**src/rtl/gray_position_decoder.sv**
```systemverilog
// Receive side of a Gray-coded position link: synchronise, deglitch, convert to binary,
// emit single-step pulses with direction, count revolutions and flag illegal multi-bit jumps.
module gray_position_decoder #(
  parameter int WIDTH         = 4,
  parameter int SYNC_STAGES   = 2,
  parameter int STABLE_CYCLES = 3,
  parameter int TURN_W        = 8
) (
  input  logic              clk,
  input  logic              rst_n,
  input  logic              en,
  input  logic [WIDTH-1:0]  gray_in,
  input  logic              err_clr,
  output logic [WIDTH-1:0]  pos_bin,
  output logic              pos_valid,
  output logic              step,
  output logic              dir,
  output logic [TURN_W-1:0] turns,
  output logic              err
);

  localparam int CNT_W = $clog2(STABLE_CYCLES + 1);
  localparam int HD_W  = $clog2(WIDTH + 1);
  localparam logic [CNT_W-1:0] CNT_MAX = CNT_W'(STABLE_CYCLES);
  localparam logic [WIDTH-1:0] POS_MAX = {WIDTH{1'b1}};

  typedef enum logic {ST_ACQ = 1'b0, ST_TRACK = 1'b1} state_t;

  function automatic logic [WIDTH-1:0] gray2bin(input logic [WIDTH-1:0] g);
    logic [WIDTH-1:0] b;
    b[WIDTH-1] = g[WIDTH-1];
    for (int i = WIDTH - 2; i >= 0; i--) begin
      b[i] = b[i+1] ^ g[i];
    end
    return b;
  endfunction

  function automatic logic [WIDTH-1:0] bin2gray(input logic [WIDTH-1:0] b);
    return b ^ (b >> 1);
  endfunction

  function automatic logic [HD_W-1:0] popcount(input logic [WIDTH-1:0] v);
    logic [HD_W-1:0] c;
    c = '0;
    for (int i = 0; i < WIDTH; i++) begin
      c = c + HD_W'(v[i]);
    end
    return c;
  endfunction

  logic [SYNC_STAGES-1:0][WIDTH-1:0] sync_r;
  logic [WIDTH-1:0]  s_gray;
  logic [WIDTH-1:0]  cand_r, cand_nxt;
  logic [CNT_W-1:0]  cnt_r, cnt_nxt;
  state_t            state_r, state_nxt;
  logic [WIDTH-1:0]  pos_nxt, new_bin;
  logic              valid_nxt, step_nxt, dir_nxt, err_nxt, accept;
  logic [TURN_W-1:0] turns_nxt;
  logic [HD_W-1:0]   hd;

  assign s_gray = sync_r[SYNC_STAGES-1];

  // Input synchroniser chain, free-running regardless of en
  always_ff @(posedge clk or negedge rst_n) begin
    if (!rst_n) begin
      sync_r <= '0;
    end else begin
      sync_r <= {sync_r[SYNC_STAGES-2:0], gray_in};
    end
  end

  // Filter, acquisition/tracking FSM and output next-state logic
  always_comb begin
    cand_nxt  = cand_r;
    cnt_nxt   = cnt_r;
    state_nxt = state_r;
    pos_nxt   = pos_bin;
    valid_nxt = pos_valid;
    step_nxt  = 1'b0;
    dir_nxt   = dir;
    turns_nxt = turns;
    err_nxt   = err & ~(err_clr & en);
    accept    = 1'b0;

    if (!en) begin
      cnt_nxt = '0;
    end else if (s_gray != cand_r) begin
      cand_nxt = s_gray;
      cnt_nxt  = CNT_W'(1);
      accept   = (cnt_nxt == CNT_MAX);
    end else if (cnt_r < CNT_MAX) begin
      cnt_nxt = cnt_r + CNT_W'(1);
      accept  = (cnt_nxt == CNT_MAX);
    end else begin
      cnt_nxt = cnt_r;
    end

    new_bin = gray2bin(cand_nxt);
    hd      = popcount(cand_nxt ^ bin2gray(pos_bin));

    case (state_r)
      ST_ACQ: begin
        if (accept) begin
          pos_nxt   = new_bin;
          valid_nxt = 1'b1;
          state_nxt = ST_TRACK;
        end else begin
          state_nxt = ST_ACQ;
        end
      end
      ST_TRACK: begin
        // hd==0 is reachable when a glitch or en-drop makes the held code requalify; ignore it
        if (accept && hd == HD_W'(1)) begin
          pos_nxt  = new_bin;
          step_nxt = 1'b1;
          dir_nxt  = (new_bin == pos_bin + WIDTH'(1));
          if (pos_bin == POS_MAX && new_bin == '0) begin
            turns_nxt = turns + TURN_W'(1);
          end else if (pos_bin == '0 && new_bin == POS_MAX) begin
            turns_nxt = turns - TURN_W'(1);
          end else begin
            turns_nxt = turns;
          end
        end else if (accept && hd > HD_W'(1)) begin
          err_nxt   = 1'b1;
          valid_nxt = 1'b0;
          cnt_nxt   = '0;
          state_nxt = ST_ACQ;
        end else begin
          state_nxt = ST_TRACK;
        end
      end
      default: begin
        state_nxt = ST_ACQ;
      end
    endcase
  end

  // State, filter and registered outputs
  always_ff @(posedge clk or negedge rst_n) begin
    if (!rst_n) begin
      state_r   <= ST_ACQ;
      cand_r    <= '0;
      cnt_r     <= '0;
      pos_bin   <= '0;
      pos_valid <= 1'b0;
      step      <= 1'b0;
      dir       <= 1'b0;
      turns     <= '0;
      err       <= 1'b0;
    end else begin
      state_r   <= state_nxt;
      cand_r    <= cand_nxt;
      cnt_r     <= cnt_nxt;
      pos_bin   <= pos_nxt;
      pos_valid <= valid_nxt;
      step      <= step_nxt;
      dir       <= dir_nxt;
      turns     <= turns_nxt;
      err       <= err_nxt;
    end
  end

endmodule

```
**config.mk**
```make
export PLATFORM = sky130hd
export DESIGN_NAME = gray_position_decoder
export DESIGN_NICKNAME = d
export VERILOG_FILES = /design/src/rtl/gray_position_decoder.sv
export SDC_FILE = /design/constraint.sdc
export NUM_CORES = 1
export LEC_CHECK = 0
export BUFFER_PORTS_ARGS = -buffer_cell sky130_fd_sc_hd__buf_2
export CELL_PAD_IN_SITES_DETAIL_PLACEMENT = 0
export CELL_PAD_IN_SITES_GLOBAL_PLACEMENT = 1
export CORE_AREA = 2 2 90 57
export DETAILED_ROUTE_END_ITERATION = 10
export DIE_AREA = 0 0 92 59
export PLACE_DENSITY_LB_ADDON = 0.2
export SYNTH_ARGS = -nofsm -noshare
export SYNTH_HDL_FRONTEND = slang
export SYNTH_SLANG_ARGS = --single-unit
```
**constraint.sdc**
```tcl
create_clock -name clk -period 4.6 [get_ports clk]
set_input_delay 0.46 -clock clk [delete_from_list [all_inputs] [get_ports clk]]
set_output_delay 0.46 -clock clk [all_outputs]
set_load 0.02 [all_outputs]
```
# Word level (Yosys, flattened, before mapping)
# Index checks and enable logic that the tools add are counted.
# classes
addsub	7
bitwise_logic	9
n_reduce_logical	11
n_eq_ne	10
muxes	29
magnitude_cmp	2
# op_table
operator	count
4-bit two-way mux	4
8-bit two-way mux	2
1-bit two-way mux	14
2-bit two-way mux	6
8-bit by 1-bit adder with 8-bit output (second input constant)	1
4-bit equality test (second input constant)	2
4-bit logical NOT	2
4-bit one-hot mux with 2 select lines	1
8-bit by 1-bit subtractor with 8-bit output (second input constant)	1
3-bit AND reduction	2
4-bit by 1-bit adder with 4-bit output (second input constant)	1
4-bit equality test	1
1-bit logical AND	4
2-bit by 1-bit != test with 1-bit output (second input constant)	2
2-bit != test (second input constant)	2
4-bit != test	1
1-bit one-hot mux with 2 select lines	2
2-bit AND reduction	2
4-bit by 3-bit bitwise XOR with 4-bit output	1
4-bit bitwise XOR	1
2-bit by 1-bit adder with 3-bit output	1
3-bit by 1-bit adder with 3-bit output	1
3-bit by 1-bit equality test with 1-bit output (second input constant)	1
3-bit by 1-bit > comparator with 1-bit output (second input constant)	1
other kinds (8)	12
# word_totals
word_cells	79
reg_bits	31
out_inout_bits	16
in_bits	8

# Logic depth before layout (Yosys ltp)
# Gate-level depths: netlist of the first run.
# logic_depth
depth_word	12
mapped_depth	14
mapped_depth_nobuf	13

# Least setup slack after synthesis of the first run
# Ideal clock, no wire load.
# synth_path
path_kind	reg2reg
startpoint	reg pos_bin[0]
endpoint	reg turns[4]
stages_incl_launch_ff	13
required_ns	4.472
path_slack_ns	1.295
path_buffers	1
synth_period_minus_slack_ns	3.305
setup_ns	0.128
arrival_time_ns	3.177
path_cell_list	dfrtp_1 > inv_1 > ha_1 > xor2_1 > fa_1 > inv_1 > ha_1 > inv_1 > ha_1 > nor3b_1 > nand4_1 > buf_2 > mux2_1
# synth_via
elab_chain_cells	8
word_cells_on_any_way	14
classes_between	add/sub: 3; eq/ne: 2; mux: 1; bitwise: 2; reduce/logical: 6
# synth_lines
element	line_no	rtl
start, declared	14	output logic [WIDTH-1:0] pos_bin,
start signal, assigned	155	pos_bin <= pos_nxt;
4-bit by 3-bit bitwise XOR with 4-bit output	39	return b ^ (b >> 1);
4-bit bitwise XOR	99	hd = popcount(cand_nxt ^ bin2gray(pos_bin));
1-bit by 1-bit adder with 2-bit output	46	c = c + HD_W'(v[i]);
2-bit by 1-bit adder with 3-bit output	46	
3-bit by 1-bit adder with 3-bit output	46	
3-bit by 1-bit equality test with 1-bit output	113	if (accept && hd == HD_W'(1)) begin
1-bit logical AND	113	
3-bit AND reduction (no line)	--	
end signal, assigned	159	turns <= turns_nxt;
end, declared	18	output logic [TURN_W-1:0] turns,
# Parallel ways exist; a longest one is shown, timed or not.
# A chain may end at the register's enable or synchronous reset.

# Worst setup path after layout of the first run
# layout_path
startpoint	in en
endpoint	reg turns[6]
# layout_via
elab_chain_cells	8
word_cells_on_any_way	18
classes_between	add/sub: 3; eq/ne: 2; mux: 3; bitwise: 4; reduce/logical: 6
# layout_lines
element	line_no	rtl
start, declared	11	input logic en,
4-bit two-way mux (*)	85	if (!en) begin
1-bit bitwise XOR (*)	33	b[i] = b[i+1] ^ g[i];
via new_bin[2]	56	logic [WIDTH-1:0] pos_nxt, new_bin;
1-bit bitwise XOR (*)	33	
via new_bin[1]	56	
1-bit bitwise XOR	33	
4-bit equality test / 4-bit logical NOT (equally long branches)	119, 117	
1-bit logical AND (on tied branches)	119, 117	
2-bit nonzero test (no line)	--	
3-bit AND reduction (no line)	--	
# Mark *: on every way through the listed nets, which the timed path passes. The rest lies on a longest branch.

==> out/metrics.csv, run 1 <==
metric,value,unit
gate count after technology mapping,162,
metal2 WL,1.35,mm
RD Place Congestion,0.839,
width of the chip,92,um
count of flip-flops with a built-in enable after synthesis,0,
top routing layer used,met4,
Mapped Area,1780,sq um
share of power burned in registers,0.438,
"Data arrival, critical path",3.65,ns
overall track demand over capacity in global routing,0.153,
part of the total power dissipated in combinational logic,0.164,
sw power,178,uW
final worst path period need,3.49,ns
total of cells resized after clock tree synthesis,0,
Hold Crit Class,in -> async,
number of nets still failing antenna checks after routing,0,
TritonCTS clock tree,done,
standard cell core area,4520,sq um
kind of launch point of the worst setup path,input pin,
warning count from the yosys run,0,
floorplan die area,5430,sq um
worst flop-to-flop path startpoint,s_gray[2]$_DFF_PN0_,
DR vias/cell,4.85,
cell mode on critical path,sky130_fd_sc_hd__ha_1,
Initial Util,0.394,
maximum vdd drop,0.213,mV
DRT met1 WL,1.98,mm
total of buffers placed on input and output ports,23,
relative slew slack,0.543,
switching part of the total power,0.267,
DRC violation count after routing,0,
total power per unit cell area,320,nW/um^2
Root Driver,sky130_fd_sc_hd__clkbuf_8,
worst setup path category,in -> reg,
largest fanout on the critical path,10,
Fmax achieved,0.287,GHz
count of clock tree sinks,31,
Setup Total Neg Slack,0,ns
maximum clock skew at final layout,0.00691,ns
r2r setup slk,1.18,ns
Top Ports,24,
clock network fraction of design power,0.398,
share of cells above drive strength 1,0.214,
Worst-Margin Slew,0.685,ns
sum of overflow across all layers after global routing,0,
clock slew at reported path FFs,0.07,ns
clock latency reported for the late side of the worst-skew pair,0.28,ns
number of register bits inferred by synthesis,31,
area grow syn2layout,16.7,%
Crit-path slowest cell,sky130_fd_sc_hd__ha_1,
leakage power summed over all cells,1.05,nW
final max-slew violation count,0,
Layout Utilization,0.460,
Max-cap violations,0,
global-route wire length before repair,6.24,mm
number of buffers added by the clock tree synthesis step,5,
number of buffers on the longest clock path,2,
# rows,19,
endpoints failing setup,0,
Post-Synthesis Net Count,190,
distinct cell type count after synthesis,39,
Ant. Diodes,0,
largest net degree at the start of global routing,32,
routed length per instance,13.9,um
leading register cell type out of synthesis,sky130_fd_sc_hd__dfrtp_1,
worst hold margin,0.220,ns
post-detail-place hpwl,2.81,mm
post-route clock period utilization,0.758,
R2R cell count,12,
Final Hold Fails,0,
Pint,488,uW
synthesized area per cell,11.0,sq um
sequential element share of the synthesized area,0.436,
die span in y,59,um
number of vias in the routed layout,1237,
vias in the first global route,1237,
"commonest non-fill, non-tap cells in the layout","sky130_fd_sc_hd__dfrtp_1 (31), sky130_fd_sc_hd__buf_2 (23), sky130_fd_sc_hd__ha_1 (18)",
async set-or-reset flop fraction in the synthesized netlist,1.00,
most frequent standard cell in the layout excluding fill and tap cells,sky130_fd_sc_hd__dfrtp_1,
endpoint of the lowest-slack register-to-register path,turns[6]$_DFFE_PN0P_,
number of nets at the end of the flow,219,
# H-tree levels,2,
critical path capture point type,flop,
post-CTS repair timing setup buffer count,0,
Initial DRT Pass Iterations,4,
number of hold-repair buffers added at the cts stage,0,
Met3 Routed Length,199,um
antenna violations before repair,0,
outcome,"finished, final reports clean",
cell chain of the critical path,"buf_2, mux2i_1, ha_1, xnor2_1, inv_1, ha_1, nand4_1, ha_1, nor2b_1, o31a_1, o21ai_0, nor3b_1, o31ai_1",
delay of the slowest cell on the worst path,0.52,ns
critical path data required time,4.76,ns
DR iter-0 viols,30,
RSZ-0062 raised after global routing,no,
routed wire length,3.55,mm
==> power by group through the flow <==
stage	Combinational, mW	Clock (mW)	Sequential [mW]
finish	0.109	0.265	0.291
global route	0.126	0.293	0.292
CTS	0.111	0.275	0.291
detailed placement	0.111	0	0.297
global placement	0.108	0	0.296
floorplan	0.0810	0	0.296
==> state kept, by name, indices dropped and copies added (netlist names) <==
register and count:
dir 1, step 1, cand_r 4, pos_valid 1, s_gray 4, pos_bin 4
sync_r 4, turns 8, state_r 1, cnt_r 2, err 1
==> metrics by stage <==
stage          cell area [sq um]  std cells  power (mW)  worst slack, ns
6_report                    2080        255       0.666             1.11
5_1_grt                     2080        255       0.712            0.720
4_1_cts                     2080        255       0.677             1.07
3_5_place_dp                1970        247       0.407            0.782
3_3_place_gp                1970        247       0.404            0.891
2_1_floorplan               1780        162       0.377             1.30
==> layout make-up <==
class / instances / area, sq um
fill: 451 / 2440
multi-input combinational: 111 / 921
sequential: 31 / 776
timing repair buffer: 24 / 123
tap: 63 / 78.8
clock buffer: 5 / 68.8
inverter: 18 / 67.6
clock inverter: 3 / 43.8
==> Yosys cell counts, types with 2 or more instances <==
cell type                   n  area (sq um)
sky130_fd_sc_hd__nor3_1     3          15.0
sky130_fd_sc_hd__o21ai_1    5          25.0
sky130_fd_sc_hd__o211ai_1   2          15.0
sky130_fd_sc_hd__nor2_1     4          15.0
sky130_fd_sc_hd__mux2_1     3          33.8
sky130_fd_sc_hd__nand2_1   11          41.3
sky130_fd_sc_hd__a21oi_1    6          30.0
sky130_fd_sc_hd__inv_1     16          60.1
sky130_fd_sc_hd__xnor2_1   10          87.6
sky130_fd_sc_hd__o21ai_0    4          20.0
sky130_fd_sc_hd__ha_1      18           225
sky130_fd_sc_hd__or3_1      2          12.5
sky130_fd_sc_hd__mux2i_1    4          40.0
sky130_fd_sc_hd__nand4_1    5          31.3
sky130_fd_sc_hd__and3_1     2          12.5
sky130_fd_sc_hd__fa_1       2          40.0
sky130_fd_sc_hd__dfrtp_1   31           776
sky130_fd_sc_hd__xor2_1     6          52.6
sky130_fd_sc_hd__nand2b_1   3          18.8
sky130_fd_sc_hd__nor3b_1    2          15.0
sky130_fd_sc_hd__mux2i_4    2          45.0
sky130_fd_sc_hd__mux2_2     3          33.8
sky130_fd_sc_hd__inv_2      2          7.51
==> critical path: cells and delay by family <==
kind / cells / cell delay (ns)
compound gates: 3 / 0.52
xor+xnor: 1 / 0.16
fa+ha+maj: 3 / 1.00
buf+inv: 2 / 0.30
mux: 1 / 0.41
simple gates: 3 / 0.78
==> routing by layer <==
metal	global-route usage	vias to the layer above
li1	-	616
met1	0.228	598
met2	0.211	21
met3	0.0534	2
met4	0.0384	0
met5	0	-
==> how the worst max path moves through the flow <==
stage | start | to | slack, ns | cells after the start
2_1_floorplan | pos_bin[0]$_DFFE_PN0P_ | turns[4]$_DFFE_PN0P_ | 1.30 | 12
3_3_place_gp | en | turns[7]$_DFFE_PN0P_ | 0.89 | 13
6_report | en | turns[6]$_DFFE_PN0P_ | 1.11 | 13
3_5_place_dp | en | turns[6]$_DFFE_PN0P_ | 0.78 | 13
5_1_grt | en | turns[7]$_DFFE_PN0P_ | 0.72 | 13
4_1_cts | en | turns[6]$_DFFE_PN0P_ | 1.07 | 13
==> cells by family (layout without fill, tap and decap cells) <==
family | count (synthesis) | after routing | synth area share
XOR/XNOR | 16 | 16 | 0.0787
adder cells (fa/ha/maj) | 20 | 20 | 0.149
flip-flops | 31 | 31 | 0.436
buffers and inverters | 20 | 50 | 0.0471
multiplexers | 12 | 12 | 0.0857
AO/OA/AOI/OAI | 27 | 27 | 0.0963
AND/OR/NAND/NOR | 36 | 36 | 0.108
Power figures use the tool's default switching activity.
==> run 2: changes to the inputs <==
==> constraint.sdc (replaced) <==
create_clock -name clk -period 3.5 [get_ports clk]
set_input_delay 0.35 -clock clk [delete_from_list [all_inputs] [get_ports clk]]
set_output_delay 0.35 -clock clk [all_outputs]
set_load 0.02 [all_outputs]
==> run 2 against run 1 <==
  * Die area unchanged
  * Largest cell class unchanged
  * Clock-buffer cell count unchanged
  * Clock power is 5% higher
  * Sequential share of layout area decreased by 0.60 points
  * Wire length shrank 1.6%
  * Critical path depth decreased by 1
  * Non-clock buffer count increased by 6
  * Core utilization rose by 0.75 points
  * Global-route usage shrank 0.65 points
  * Cell area rose by 1.6%
  * Total power up 23%
  * Clock skew shrank 0.0016 ns
==> out/metrics.csv, run 2 (synthesized netlist as in run 1, its figures left out) <==
metric,value,unit,change
register containing the most flip-flops in the final layout,turns,,unchanged
Ant. Diodes,0,,unchanged
TritonCTS clock tree,done,,unchanged
Top Ports,24,,unchanged
# H-tree levels,2,,unchanged
Initial DRT Pass Iterations,4,,unchanged
post-route worst setup slack,0.247,ns,was 1.11 ns
final max-slew violation count,0,,unchanged
number of buffers on the longest clock path,2,,unchanged
combined buffer and inverter count along the critical path,3,,was 2
number of buffers added by the clock tree synthesis step,5,,unchanged
area grow syn2layout,18.6,%,was 16.7%
RD Place Congestion,0.813,,was 0.839
total of buffers placed on input and output ports,23,,unchanged
DR iter-0 viols,50,,was 30
critical path data required time,3.71,ns,was 4.76 ns
Hold Crit Class,in -> async,,unchanged
clock network fraction of design power,0.336,,was 0.398
"commonest non-fill, non-tap cells in the layout","sky130_fd_sc_hd__dfrtp_1 (31), sky130_fd_sc_hd__buf_2 (23), sky130_fd_sc_hd__ha_1 (17)",,"was sky130_fd_sc_hd__dfrtp_1 (31), sky130_fd_sc_hd__buf_2 (23), sky130_fd_sc_hd__ha_1 (18)"
floorplan die area,5430,sq um,unchanged
share of cells above drive strength 1,0.242,,was 0.214
maximum clock skew at final layout,0.00527,ns,was 0.00691 ns
number of nets at the end of the flow,225,,was 219
clock slew at reported path FFs,0.07,ns,about the same
maximum vdd drop,0.212,mV,was 0.213 mV
Pint,581,uW,was 488 uW
number of hold-repair buffers added at the cts stage,0,,unchanged
largest net degree at the start of global routing,32,,unchanged
global-route wire length before repair,5.89,mm,was 6.24 mm
die span in y,59,um,unchanged
final worst path period need,3.25,ns,
Total Power Consumption,822,uW,was 666 uW
most frequent standard cell in the layout excluding fill and tap cells,sky130_fd_sc_hd__dfrtp_1,,unchanged
worst setup path category,reg -> reg,,was in -> reg
Final Hold Fails,0,,unchanged
final standard cell count with taps included and fillers excluded,261,,was 255
placed cells,252,,was 247
largest fanout on the critical path,6,,was 10
Worst-Margin Slew,0.690,ns,was 0.685 ns
share of power burned in registers,0.465,,was 0.438
Worst path top cell family by delay,adder cells,,unchanged
count of clock tree sinks,31,,unchanged
leakage power summed over all cells,1.06,nW,was 1.05 nW
antenna violations before repair,0,,unchanged
"Data arrival, critical path",3.46,ns,was 3.65 ns
post-detail-place hpwl,2.77,mm,was 2.81 mm
routed wire length,3.49,mm,was 3.55 mm
relative slew slack,0.540,,was 0.543
clock latency reported for the late side of the worst-skew pair,0.28,ns,about the same
Max-cap violations,0,,unchanged
vias in the first global route,1179,,"was 1,237"
width of the chip,92,um,unchanged
part of the total power dissipated in combinational logic,0.199,,was 0.164
routed length per instance,13.4,um,was 13.9 um
endpoints failing setup,0,,unchanged
critical path capture point type,flop,,unchanged
RSZ-0062 raised after global routing,no,,unchanged
overall track demand over capacity in global routing,0.146,,was 0.153
Fmax achieved,0.307,GHz,
outcome,"finished, final reports clean",,unchanged
number of vias in the routed layout,1213,,"was 1,237"
DRC violation count after routing,0,,unchanged
standard cell core area,4520,sq um,unchanged
Root Driver,sky130_fd_sc_hd__clkbuf_8,,unchanged
# rows,19,,unchanged
sum of overflow across all layers after global routing,0,,unchanged
total power per unit cell area,389,nW/um^2,was 320 nW/um^2
Initial Util,0.394,,unchanged
Crit. Startpoint,pos_bin[0]$_DFFE_PN0P_,,was en
post-route clock period utilization,0.929,,
sw power,241,uW,was 178 uW
Setup WS pre-CTS,0.0222,ns,was 0.782 ns
worst flop-to-flop path startpoint,pos_bin[0]$_DFFE_PN0P_,,was s_gray[2]$_DFF_PN0_
cell chain of the critical path,"inv_1, ha_1, xor2_1, fa_1, inv_1, ha_1, inv_1, ha_1, nor3b_1, nand4_1, nor3_1, xor2_1",,"was buf_2, mux2i_1, ha_1, xnor2_1, inv_1, ha_1, nand4_1, ha_1, nor2b_1, o31a_1, o21ai_0, nor3b_1, o31ai_1"
Layout Utilization,0.468,,was 0.460
Crit-path slowest cell,sky130_fd_sc_hd__fa_1,,was sky130_fd_sc_hd__ha_1
Setup Total Neg Slack,0,ns,unchanged
kind of launch point of the worst setup path,flop,,was input pin
number of nets still failing antenna checks after routing,0,,unchanged
delay of the slowest cell on the worst path,0.55,ns,was 0.52 ns
switching part of the total power,0.293,,was 0.267
DR vias/cell,4.65,,was 4.85
Largest register FFs,8,,unchanged
-- run 2: cell count changes in the layout (fill, tap and decap cells not counted), sizes merged --
| cell | change |
|---|---|
| buf | +6 |
| clkinvlp | +2 |
| bufinv | -1 |
| clkinv | -1 |
-- run 2: layer usage --
metal	wire length, um	GRT usage	part of all wire	up-vias
met2	1340	0.192	0.38	16
met3	144	0.0458	0.041	5
met5	0	0	0	-
li1	-	-	-	622
met1	1960	0.222	0.56	570
met4	40	0.0576	0.011	0
-- run 2: timing repair --
| action | 4_1_cts | 5_1_grt |
|---|---|---|
| setup buffers | 0 | 1 |
| endpoints found under the setup margin | 0 | 1 |
| gates resized for setup | 0 | 1 |
-- run 2: area by class of cell --
type                    instances  area [sq um]
flip-flops and latches         31           776
well taps                      63          78.8
inverters                      18          67.6
fillers                       424          2400
repair buffers                 30           168
clock inverters                 3          20.0
clock buffers                   5          68.8
multi-input cells             111           933
-- run 2: worst paths after layout --
| path | endpoint | slack, ns | cells after the start |
|---|---|---|---|
| setup / recovery | turns[7]$_DFFE_PN0P_ | 0.25 | 12 |
| hold / removal | s_gray[0]$_DFF_PN0_ | 0.11 | 1 |
| setup reg to reg | turns[7]$_DFFE_PN0P_ | 0.25 | 12 |
| hold reg to reg | s_gray[2]$_DFF_PN0_ | 0.35 | 0 |
| max in group asynchronous | cnt_r[0]$_DFF_PN0_ | 2.95 | 1 |
| min in group clk | sync_r[0]$_DFF_PN0_ | 0.17 | 1 |
-- run 2: power by group through the flow --
stage	clock, mW	combinational (mW)	sequential, mW
floorplan	0	0.106	0.389
global placement	0	0.160	0.390
detailed placement	0	0.165	0.389
CTS	0.286	0.165	0.382
global route	0.301	0.182	0.384
finish	0.277	0.164	0.382
-- run 2: through the flow --
| stage | cell area [sq um] | hold WS, ns |
|---|---|---|
| 6_report | 2110 | 0.105 |
| 4_1_cts | 2090 | 0.134 |
| 5_1_grt | 2110 | 0.151 |
| 3_3_place_gp | 2000 | 0.333 |
| 3_5_place_dp | 2000 | 0.335 |
| 2_1_floorplan | 1780 | 0.0544 |
